<file path="config.mk">
export PLATFORM = sky130hd
export DESIGN_NAME = timer_mem_interface
export DESIGN_NICKNAME = d
export VERILOG_FILES = /design/src/rtl/timer_mem_interface_pkg.sv /design/src/rtl/timer_mem_interface_prescaler.sv /design/src/rtl/timer_mem_interface.sv
export SDC_FILE = /design/constraint.sdc
export NUM_CORES = 1
export LEC_CHECK = 0
export BUFFER_PORTS_ARGS = -buffer_cell sky130_fd_sc_hd__buf_2
export CAP_MARGIN = 20
export CORE_MARGIN = 2
export CORE_UTILIZATION = 40
export DETAILED_ROUTE_END_ITERATION = 10
export PLACE_DENSITY = 0.66
export SLEW_MARGIN = 5
export SYNTH_ARGS = -nofsm -noshare
export SYNTH_HDL_FRONTEND = slang
export SYNTH_SLANG_ARGS = --single-unit
</file>
<file path="constraint.sdc">
create_clock -name CLK -period 3.7 [get_ports CLK]
set_input_delay 0.37 -clock CLK [delete_from_list [all_inputs] [get_ports CLK]]
set_output_delay 0.37 -clock CLK [all_outputs]
set_load 0.005 [all_outputs]
</file>
<file path="src/rtl/timer_mem_interface_pkg.sv">
// rtl/timer_mem_interface_pkg.sv - timer region id, register offsets and select encoding
package timer_mem_interface_pkg;

   localparam logic [7:0] TIMER_REGION    = 8'h03;
   localparam logic [7:0] TMR_MTIME_LO    = 8'h00;
   localparam logic [7:0] TMR_MTIME_HI    = 8'h04;
   localparam logic [7:0] TMR_MTIMECMP_LO = 8'h08;
   localparam logic [7:0] TMR_MTIMECMP_HI = 8'h0C;
   localparam logic [7:0] TMR_CTRL        = 8'h10;
   localparam logic [2:0] SIZE_WORD       = 3'b010;

   // Word index inside the region (byte offset >> 2)
   typedef enum logic [2:0] {
      REG_MTIME_LO    = 3'd0,
      REG_MTIME_HI    = 3'd1,
      REG_MTIMECMP_LO = 3'd2,
      REG_MTIMECMP_HI = 3'd3,
      REG_CTRL        = 3'd4
   } reg_sel_e;

endpackage

</file>
<file path="src/rtl/timer_mem_interface_prescaler.sv">
// rtl/timer_mem_interface_prescaler.sv - prescale counter producing one MTIME tick per PRESC+1 cycles
module timer_prescaler #(
   parameter int PRESC_W = 8
) (
   input  logic               CLK,
   input  logic               reset,
   input  logic               i_en,
   input  logic [PRESC_W-1:0] i_presc,
   input  logic               i_clear,
   output logic               o_tick
);

   logic [PRESC_W-1:0] r_count;

   // A clearing store (MTIME or CTRL) suppresses the tick of that cycle
   assign o_tick = i_en && !i_clear && (r_count == i_presc);

   always_ff @(posedge CLK or negedge reset) begin
      if (!reset) begin
         r_count <= '0;
      end else if (i_clear) begin
         r_count <= '0;
      end else if (i_en) begin
         r_count <= o_tick ? '0 : r_count + 1'b1;
      end
   end

endmodule

</file>
<file path="src/rtl/timer_mem_interface.sv">
// rtl/timer_mem_interface.sv - memory-mapped 64-bit machine timer with compare interrupt
module timer_mem_interface
   import timer_mem_interface_pkg::*;
#(
   parameter int PRESC_W = 8,
   parameter int ADDR_W  = 5
) (
   input  logic              CLK,
   input  logic              reset,
   input  logic              en,
   input  logic              wr,
   input  logic [ADDR_W-1:0] addr,
   input  logic [2:0]        size,
   input  logic [31:0]       data_in,
   output logic [31:0]       data_out,
   output logic              exception_out,
   output logic              timer_irq
);

   logic [63:0]        r_mtime;
   logic [63:0]        r_mtimecmp;
   logic               r_ctrl_en;
   logic [PRESC_W-1:0] r_presc;
   logic [31:0]        r_hi_shadow;
   logic [31:0]        r_data_out;
   logic               r_exc;
   logic               r_irq;

   logic [ADDR_W-3:0]  w_word;
   reg_sel_e           w_sel;
   logic               w_legal;
   logic               w_store;
   logic               w_load;
   logic               w_clear;
   logic               w_tick;
   logic [63:0]        w_mtime_nxt;
   logic [63:0]        w_cmp_nxt;
   logic [31:0]        w_rdata;

   assign w_word  = addr[ADDR_W-1:2];
   assign w_sel   = reg_sel_e'(w_word[2:0]);
   assign w_legal = (size == SIZE_WORD) && (addr[1:0] == 2'b00) &&
                    (32'(w_word) <= 32'(REG_CTRL));
   assign w_store = en && w_legal && wr;
   assign w_load  = en && w_legal && !wr;
   assign w_clear = w_store && (w_sel == REG_MTIME_LO || w_sel == REG_MTIME_HI ||
                                w_sel == REG_CTRL);

   timer_prescaler #(.PRESC_W(PRESC_W)) u_presc (
      .CLK     (CLK),
      .reset   (reset),
      .i_en    (r_ctrl_en),
      .i_presc (r_presc),
      .i_clear (w_clear),
      .o_tick  (w_tick)
   );

   always_comb begin
      w_mtime_nxt = w_tick ? r_mtime + 64'd1 : r_mtime;
      w_cmp_nxt   = r_mtimecmp;
      if (w_store) begin
         case (w_sel)
            REG_MTIME_LO:    w_mtime_nxt[31:0]  = data_in;
            REG_MTIME_HI:    w_mtime_nxt[63:32] = data_in;
            REG_MTIMECMP_LO: w_cmp_nxt[31:0]    = data_in;
            REG_MTIMECMP_HI: w_cmp_nxt[63:32]   = data_in;
            default:         ;
         endcase
      end
   end

   // MTIME_HI reads the shadow captured by the last MTIME_LO load, keeping 64-bit reads coherent
   always_comb begin
      w_rdata = '0;
      case (w_sel)
         REG_MTIME_LO:    w_rdata = r_mtime[31:0];
         REG_MTIME_HI:    w_rdata = r_hi_shadow;
         REG_MTIMECMP_LO: w_rdata = r_mtimecmp[31:0];
         REG_MTIMECMP_HI: w_rdata = r_mtimecmp[63:32];
         REG_CTRL:        w_rdata = 32'({r_presc, 7'h00, r_ctrl_en});
         default:         w_rdata = '0;
      endcase
   end

   always_ff @(posedge CLK or negedge reset) begin
      if (!reset) begin
         r_mtime     <= '0;
         r_mtimecmp  <= '1;
         r_ctrl_en   <= 1'b0;
         r_presc     <= '0;
         r_hi_shadow <= '0;
         r_data_out  <= '0;
         r_exc       <= 1'b0;
         r_irq       <= 1'b0;
      end else begin
         r_mtime    <= w_mtime_nxt;
         r_mtimecmp <= w_cmp_nxt;
         r_exc      <= en && !w_legal;
         r_irq      <= (w_mtime_nxt >= w_cmp_nxt);
         if (w_store && w_sel == REG_CTRL) begin
            r_ctrl_en <= data_in[0];
            r_presc   <= data_in[8 +: PRESC_W];
         end
         if (w_load) begin
            r_data_out <= w_rdata;
            if (w_sel == REG_MTIME_LO) begin
               r_hi_shadow <= r_mtime[63:32];
            end
         end
      end
   end

   assign data_out      = r_data_out;
   assign exception_out = r_exc;
   assign timer_irq     = r_irq;

endmodule
</file>
* After elaboration in Yosys (flattened, before gate mapping)
Cells that the tools add are included.
Operators by class: $add $sub $neg 2, magnitude comparators 2, eq/ne operators 6, multiplexer cells 11, reductions and logical operators 19
Operator list (count):
- 2-to-1 mux 64 bit | 3
- one-hot mux 32 bit (5 select lines) | 1
- 2-to-1 mux 32 bit | 4
- adder 64 x 1 -> 64 bit (second input constant) | 1
- greater-or-equal comparator 64 bit | 1
- 2-to-1 mux 8 bit | 3
- logical AND 1 bit | 10
- == test 3 x 2 -> 1 bit (second input constant) | 3
- adder 8 x 1 -> 8 bit (second input constant) | 1
- == test 8 bit | 1
- == test 3 x 1 -> 1 bit (second input constant) | 1
- == test 3 bit (second input constant) | 1
- <= comparator 3 bit (second input constant) | 1
- logical NOT 1 bit | 3
- logical NOT 3 bit | 1
- logical NOT 2 bit | 1
- logical OR 1 bit | 2
- AND reduction 2 bit | 1
- nonzero test 2 bit | 1
Word-level totals: register bits 211, input port bits 44, output and inout port bits 34, logic and storage cells 49

* Depth between registers and ports, before layout
Gate-level depths: netlist of the first run.
word-level depth 13, depth in mapped cells 16

* Cells and area by module
Synthesis of the first run repeated with hierarchy kept, for this count alone.
Second synthesis, totals: cell total of the unflattened synthesis 1146, area, all modules 11717.5 um^2
By module, submodules not included:
- timer_mem_interface | times used 1, cells each 1089, area an instance 11154.4 um^2, seq. area each 5159.9 um^2
- timer_prescaler | times used 1, cells each 57, area an instance 563.0 um^2, seq. area each 200.2 um^2

* Least setup slack after synthesis of the first run
Ideal clock, no wire load.
path type input to register, start input addr[2], end register r_irq, in the netlist timer_irq, arrival time 3.500 ns, path slack 0.058 ns, stages on the path 14, path buffers 4, cell sequence buf_2 > nor3b_1 > and3_1 > clkbuf_1 > buf_2 > buf_1 > nand2_1 > o21ai_0 > ha_1 > and3_1 > a221o_1 > a221o_1 > o31ai_1 > nand4_1
Between the ends: longest elaborated chain between the ends 12
Ends and longest elaborated chain:
- start, declared | RTL line timer_mem_interface.sv:12 | input logic [ADDR_W-1:0] addr,
- <= comparator 3 bit | RTL line timer_mem_interface.sv:43 | (32'(w_word) <= 32'(REG_CTRL));
- logical AND 1 bit | RTL line timer_mem_interface.sv:42 | assign w_legal = (size == SIZE_WORD) && (addr[1:0] == 2'b00) &&
- logical AND 1 bit (2 in series) | RTL line timer_mem_interface.sv:44 | assign w_store = en && w_legal && wr;
- logical AND 1 bit | RTL line timer_mem_interface.sv:46 | assign w_clear = w_store && (w_sel == REG_MTIME_LO || w_sel == REG_MTIME_HI ||
- logical NOT 1 bit | RTL line timer_mem_interface_prescaler.sv:16 | assign o_tick = i_en && !i_clear && (r_count == i_presc);
- logical AND 1 bit (2 in series) | RTL line timer_mem_interface_prescaler.sv:16
- 2-to-1 mux 64 bit | RTL line timer_mem_interface.sv:59 | w_mtime_nxt = w_tick ? r_mtime + 64'd1 : r_mtime;
- 2-to-1 mux 32 bit | RTL line timer_mem_interface.sv:62 | case (w_sel)
- 2-to-1 mux 64 bit (*) | RTL line timer_mem_interface.sv:61 | if (w_store) begin
- net w_mtime_nxt[34] | RTL line timer_mem_interface.sv:36 | logic [63:0] w_mtime_nxt;
- greater-or-equal comparator 64 bit (*) | RTL line timer_mem_interface.sv:99 | r_irq <= (w_mtime_nxt >= w_cmp_nxt);
- end signal, assigned | RTL line timer_mem_interface.sv:99
- end, declared | RTL line timer_mem_interface.sv:27 | logic r_irq;
The timed path passes the listed nets; every way through them passes the cells marked *. A chain may end at the register's enable or synchronous reset.

* Final worst setup path of the first run
start register r_mtime[12], end register r_irq, in the netlist timer_irq
Between the ends: longest elaborated chain between the ends 5
Ends and longest elaborated chain:
- start, declared | RTL line timer_mem_interface.sv:20 | logic [63:0] r_mtime;
- start signal, assigned | RTL line timer_mem_interface.sv:96 | r_mtime <= w_mtime_nxt;
- adder 64 x 1 -> 64 bit (*) | RTL line timer_mem_interface.sv:59
- 2-to-1 mux 64 bit (*) | RTL line timer_mem_interface.sv:59
- 2-to-1 mux 32 bit | RTL line timer_mem_interface.sv:62
- 2-to-1 mux 64 bit (*) | RTL line timer_mem_interface.sv:61
- net w_mtime_nxt[35] | RTL line timer_mem_interface.sv:36
- greater-or-equal comparator 64 bit (*) | RTL line timer_mem_interface.sv:99
Marked as above.

==> results of run 1 <==
[per-stage QoR]
step                hold WS (ns)  cells  setup WS (ns)  util [%]
global placement           0.457   1738         -0.288      46.8
CTS                        0.132   1786        0.00255      49.7
detailed placement         0.465   1738         -0.228      46.8
global route               0.149   1790         -0.156      50.2
floorplan                 0.0744   1174         0.0583         -
finish                     0.149   1790         0.0654      50.2
[critical path: stages, from the launching register on]
cell and delay, ns:
dfrtp_1 0.37, nand4_1 0.21, nor4_1 0.23, buf_4 0.20, nand2_1 0.10, buf_4 0.23
nor4_4 0.27, buf_4 0.15, xnor2_1 0.10, o21ai_1 0.09, ha_1 0.34, and3_4 0.16
a221o_1 0.34, a221o_1 0.36, o31ai_2 0.24, nand4_1 0.11
[registers in the layout (all words and copies together) (netlist names)]
| signal | count |
|---|---|
| data_out | 32 |
| exception_out | 1 |
| r_ctrl_en | 1 |
| r_hi_shadow | 32 |
| r_mtime | 64 |
| r_mtimecmp | 64 |
| r_presc | 8 |
| timer_irq | 1 |
| u_presc.r_count | 8 |
[cell usage after synthesis (4+ instances only)]
cell	count
o21ai_1	23
and3_1	14
a22oi_1	6
mux2i_1	12
a22o_1	24
xor2_1	14
and2_1	7
buf_2	16
a221oi_1	27
mux4_2	6
o21ai_0	88
nand4_1	37
and4_1	6
ha_1	66
mux2_1	10
nor3_1	32
nand3_1	28
dfstp_2	64
a21oi_1	30
nand2_1	138
nor2_1	30
inv_1	76
nor4_1	34
dfrtp_1	147
a21o_1	4
xnor2_1	55
mux2_2	88
clkbuf_1	43
or3_1	4
a31oi_1	5
[cells by family (layout without fill, tap and decap cells)]
kind of cell,Yosys count,after routing,share of synthesized area (%)
DFF,211,211,45.2
adders and majority gates,66,66,6.96
AOI/OAI and AO/OA,224,224,11.8
buffers and inverters,139,365,4.57
xor gates and xnor gates,69,69,5.09
muxes,116,116,11.5
and+or+nand+nor,349,349,14.9
[final cells by class]
cell class	count	area [µm²]	share of cell area (%)
clock buffer	37	701	4.75
inverter	77	289	1.96
clock inverter	8	67.6	0.458
tap	390	488	3.31
sequential	211	5360	36.3
multi-input combinational	824	6130	41.5
timing repair buffer	243	1720	11.6
[power groups by stage]
stage          sequential, mW  combinational (mW)  clock (mW)
2_1_floorplan            2.53               0.347           0
3_3_place_gp             2.51               0.742           0
3_5_place_dp             2.52               0.759           0
4_1_cts                  2.48               0.776        2.40
5_1_grt                  2.49               0.876        2.49
6_report                 2.48               0.797        2.35
[path summary, 6_finish.rpt]
path / startpoint / to / slack, ns / cells past startpoint
max in group asynchronous: reset / r_mtimecmp[4] / 2.17 / 3
setup reg to reg: r_mtime[12] / timer_irq / 0.07 / 15
hold reg to reg: data_out[30] / data_out[30] / 0.47 / 2
hold / removal: data_in[17] / r_mtime[49] / 0.15 / 3
min in group asynchronous: reset / data_out[27] / 0.50 / 2
setup / recovery: r_mtime[12] / timer_irq / 0.07 / 15
[what timing repair did]
item                       4_1_cts  5_1_grt
buffers inserted                 2        4
pin swaps                        3       12
cloned                           0        0
hold endpoints to repair        69        0
resized for setup               12       20
setup endpoints to repair        1        1
hold buffers                     1        0
[metal layers]
layer	part of all wire [%]	track usage, %
met1	46	31.5
met5	0.037	0
met3	5.9	3.98
met2	45	36.7
met4	2.7	6.89
==> results.txt, run 1 <==
- The run finished with clean final reports.
* GPL Wtd Cong: 0.982
- Critical-path maximum fanout: 11
* Number of setup violations in the final report: 0
- Worst Setup Start Kind: register
- Headroom to the max-slew limit came out at 39.5%.
* Flop pwr share: 44.1%
- IR analysis of the VDD net gives a maximum drop of 0.000293 V.
- The path class of the tightest hold or removal check is in2reg.
- Transition time at the pin with the least slew margin: 0.907 ns
- For the worst setup path, the data arrival time is 4.02 ns.
* Antenna violations before repair: 1
- After detailed routing, the average wire length per cell comes to 19.7 µm.
* Maximum clock rate: 0.275 GHz
* Number of fill cells in the layout: 2655
- Diodes inserted: 0
- Fin crit period: 3.63 ns
- Largest cells by area after synthesis: dfrtp_1 31%, dfstp_2 14%, mux2_2 8.4%
- Post-synth top flop: dfrtp_1
* Share of power burned in combinational logic: 14.2%
* Die width: 176 µm
- In this run the core area contains 63 standard-cell rows.
- Clock-pin slew on the worst setup and hold paths: 0.06 ns
- Portion of the clock cycle consumed by the worst path in the final layout: 98.2%
- Synth Instances: 1174
- Pins over their slew limit: 0
* Number of unique standard cell types used by synthesis: 53
* CTS tree: built
- Switching Fraction: 26.4%
- Path type of the worst setup path: reg2reg
* Area of the die: 31000 µm²
- Summed area of non-filler cells in the final layout: 14700 µm²
* Post-synth EDFFs: 0
- For this configuration, the core starts out at a cell density of 40.3%.
- Setup repair after global routing missed its margin: true
- Power density cells: 381 nW/µm²
* Critical Path RT: 4.09 ns
- In the global route stage, overall resource usage came out at 22.8%.
* Kind of capture point of the worst setup path: register
* Area growth from synthesis to layout: 24.3%
- Clock latency on the worst-skew pair: 0.53 ns
- CTS built an H-tree with a depth of 1.
* Most common cell after layout, fill and taps aside: buf_4
- Cells with a size suffix above 1 make up 33.6% of the layout.
- Final wirelength: 35.3 mm
* Share of synthesized flip-flops with an asynchronous set or reset: 100%
* Clock skew after layout: 0.0130 ns
- The internal power of the cells totals 4.14 mW.
* Number of max-cap violations: 0
* Switching power of the nets: 1.49 mW
* Overall via count from detail_route: 9941
* Final hold violation count: 0
- In this run the biggest area consumer among cell types represents 31.0% of the synthesized area.
* Drt first pass iters: 5
* Net count after synthesis: 1284
* Mapped Area: 11900 µm²
* Core ar.: 29400 µm²
* Sequential fraction of the synthesis area: 45.2%
- Synthesis inferred 211 register bits.
- I/O pin cnt: 78
- Post-layout nets: 1492
* Post-synthesis cell type with the largest combined area: dfrtp_1
- Pin count of the biggest net entering global routing: 115
- Summed over all layers, the global routing overflow is 0.
- Die outline height: 176 µm
* Placed standard-cell area: 13800 µm²
- During synthesis, Yosys emitted a total of 0 warnings.
* Wire length of the first global-routing pass: 55.6 mm
* Via count of the first global-routing pass: 9918
* IO Port Bufs: 77
- Cts bufs inserted: 25
* Power share of the clock group: 41.7%
- For the final routed database, the setup TNS stands at 0 ns.
* Dpl hpwl: 25.9 mm
* Commonest non-fill, non-tap cells in the layout: 157 x buf_4, 147 x dfrtp_1, 138 x nand2_1
- Root buf cell: clkbuf_16
- Largest buffer count on any clock path: 3
* Leakage power total: 6.46 nW
- Count of routing violations after the opening detailed-route iteration: 788
- The count of nets left with antenna violations once routing finished came out at 0.
* Post-Syn Area per Cell: 10.1 µm²
* Via density: 5.55
- After detailed routing, the number of remaining DRC violations is 0.
- Total clock sinks: 211
- Power Total: 5.63 mW
Power figures use the tool's default switching activity.
==> run 2, diff against run 1 <==
- RECOVER_POWER: not set -> 100
==> run 2 against run 1 <==
  * The flow now finishes with violations (capacitance limit, slew limit)
  * Combinational power decreased by 0.9%
  * Count of clock-buffer cells in the layout did not move
  * Largest cell class unchanged
  * Global-route usage unchanged
==> results.txt, run 2 (same netlist as run 1, synthesis figures left out) <==
- Number of max-cap violations: 1
- Power spread over the standard cell area amounts to 383 nW/µm².
- After legalization and detailed placement, the total HPWL measured 25.9 mm.
* Congestion Overflow GR: 0
- The floorplan step set the die height to 176 µm.
- The worst setup path is captured at a register.
* Share of power burned in combinational logic: 14.1%
- CTS tree: built
- Worst hold path stage count: 3
- The critical path goes through nand4_1 -> nor4_1 -> buf_4 -> nand2_1 -> buf_4 -> nor4_4 -> buf_4 -> xnor2_1 -> o21ai_1 -> ha_1 -> and3_4 -> a221o_1 -> a221o_1 -> o31ai_2 -> nand4_1.
- In this run the worst hold path is classified as in2reg.
* Maximum clock rate: 0.275 GHz
- Routability-driven placement finished with a final weighted congestion of 0.982.
* Worst Setup Start Kind: register
* Flop pwr share: 44.2%
* Worst reg2reg path startpoint: r_mtime[3]
- Buffers placed on the I/O ports in this run total 77.
- After floorplanning, the core was sized to cover 29400 µm².
* Final wirelength: 35.3 mm
- Fraction of layout instances using a drive strength above 1: 29.5%
- Summing internal, switching and leakage power gives 5.62 mW.
* Power share of the clock group: 41.8%
- Max rail drop VDD: 0.000293 V
* Via density: 5.55
- Setup violations remaining at the end of the flow were counted as 0.
- Clock latency on the worst-skew pair: 0.53 ns
- Summing over every cut layer, the via total after detailed routing is 9927.
- Largest regs: r_mtime (64), r_mtimecmp (64)
- Number of fill cells in the layout: 2667
* # placed instances: 1738
- Total clock sinks: 211
- Count of buffering cells on the critical path with inverters included: 3
- Layout Utilization: 49.9%
* Leakage power total: 6.41 nW
- The critical path is of the reg2reg type.
- Drt first pass iters: 5
- Worst hold path startpoint: data_in[17]
- 0 antenna diodes ended up in the layout.
- I/O pin cnt: 78
- In this run the deepest clock path goes through 3 buffers.
- Post-route antenna net violation count: 0
- Routed wirelength normalized by instance count: 19.7 µm
* Area taken by flip-flops and latches: 5360 µm²
* Slowest CP cell: a221o_1
- Worst slew slack as a fraction of its limit: -95.4%
- Hold EP: r_mtime[49]
* Internal Power: 4.14 mW
- Leaving out fill and tap cells, the most frequent cells in the layout are 147 x dfrtp_1, 145 x buf_4, 138 x nand2_1.
- Entering global routing, the biggest net connects 115 pins.
- The smallest clock period supported by the final layout is computed as 3.64 ns.
* Root buf cell: clkbuf_16
- Critical-path maximum fanout: 11
- The final hold violation count was 0.
- In the post-route analysis, the smallest setup slack over all paths is 0.0614 ns.
- For this configuration, the core starts out at a cell density of 40.3%.
- Area growth from synthesis to layout: 23.8%
- The worst register-to-register path has a setup slack of 0.06 ns.
* Switching Fraction: 26.3%
- The run finished, with violations left.
* Multi-input combinational cell area: 6120 µm²
- Sum of negative setup slack: 0 ns
* Clock skew after layout: 0.0149 ns
- The final reports fail on capacitance limit, slew limit.
- The floorplan has 63 rows.
* Wire length of the first global-routing pass: 55.6 mm
- Depth of the most critical reg-to-reg path: 15
- The die covers 31000 µm².
- Post-layout nets: 1492
* Switching power of the nets: 1.48 mW
- Worst slack at placement: -0.228 ns
- The largest single stage delay on the critical path is 0.36 ns.
- Dividing the final minimum period by the clock period gives 98.3%.
- The initial antenna violation count came to 1.
- Pins over their slew limit: 114
- At the pin with the least slew margin, the transition time is 2.93 ns.
- Clock-pin slew on the worst setup and hold paths: 0.06 ns
- In this run the horizontal extent of the chip is 176 µm.
* Via count of the first global-routing pass: 9918
* Cts bufs inserted: 25
- In this run the critical register-to-register path is captured at timer_irq.
- Non-Filler Instances: 1790
- Most prevalent standard cell on the critical path: buf_4
- Level count of the clock H-tree: 1
* Setup repair after global routing missed its margin: true
- Count of routing violations after the opening detailed-route iteration: 694
- Total GRT Usage: 22.8%
- At the worst endpoint, the arrival time is 4.03 ns.
* Critical Path RT: 4.09 ns
- For this run, design rule violations remaining after detail routing come to 0.
* Most common cell after layout, fill and taps aside: dfrtp_1
* Dominant delay contributor by cell family on the critical path: simple AND/OR/NAND/NOR gates
-- run 2: cell count changes in the layout (fill, tap and decap cells not counted), moves of 4 or more --
cell,before,now
buf_2,76,62
buf_4,157,145
clkbuf_1,9,30
clkbuf_2,0,4
mux2_1,10,46
mux2_2,88,52
-- run 2: area by class of cell --
| type | count | area share, % |
|---|---|---|
| well taps | 390 | 3.32 |
| clock buffers | 37 | 4.77 |
| inverters | 77 | 1.97 |
| repair buffers | 243 | 11.3 |
| multi-input cells | 824 | 41.7 |
| flip-flops and latches | 211 | 36.5 |
| clock inverters | 8 | 0.460 |
-- run 2: timing repair --
item / 4_1_cts / 5_1_grt
endpoints found under the hold margin: 69 / 0
hold buffers: 1 / 0
setup endpoints to repair: 1 / 1
gates resized for setup: 12 / 20
setup buffers: 2 / 4
pin swaps: 3 / 12
-- run 2: how the worst max path moves through the flow --
stage	from	slack, ns	depth (start not counted)	endpoint
after floorplan	addr[2]	0.06	14	timer_irq
after global placement	en	-0.29	15	timer_irq
after detailed placement	en	-0.23	14	timer_irq
after CTS	u_presc.r_count[7]	0.003	13	timer_irq
after global routing	u_presc.r_count[7]	-0.17	17	timer_irq
final	r_mtime[3]	0.06	15	timer_irq
-- run 2: metal layers --
layer	track usage (%)	wire, µm
met2	36.7	16100
met5	0	11
met3	3.98	2120
met4	6.89	969
met1	31.5	16100
-- run 2: tightest hold or removal path, cell delays in order --
cell	delay, ns
buf_2	0.13
nand2_1	0.06
nand2_1	0.06
-- run 2: metrics by stage --
stage               hold WS (ns)  cell area, µm²
CTS                        0.132           14600
finish                     0.153           14700
global route               0.149           14700
global placement           0.457           13800
detailed placement         0.465           13800
floorplan                 0.0744           11900
-- run 2: power groups by stage --
stage / combinational [mW] / sequential [mW] / clock (mW)
after CTS: 0.776 / 2.48 / 2.40
final: 0.790 / 2.48 / 2.35
after floorplan: 0.347 / 2.53 / 0
after global routing: 0.872 / 2.49 / 2.49
after detailed placement: 0.759 / 2.52 / 0
after global placement: 0.742 / 2.51 / 0
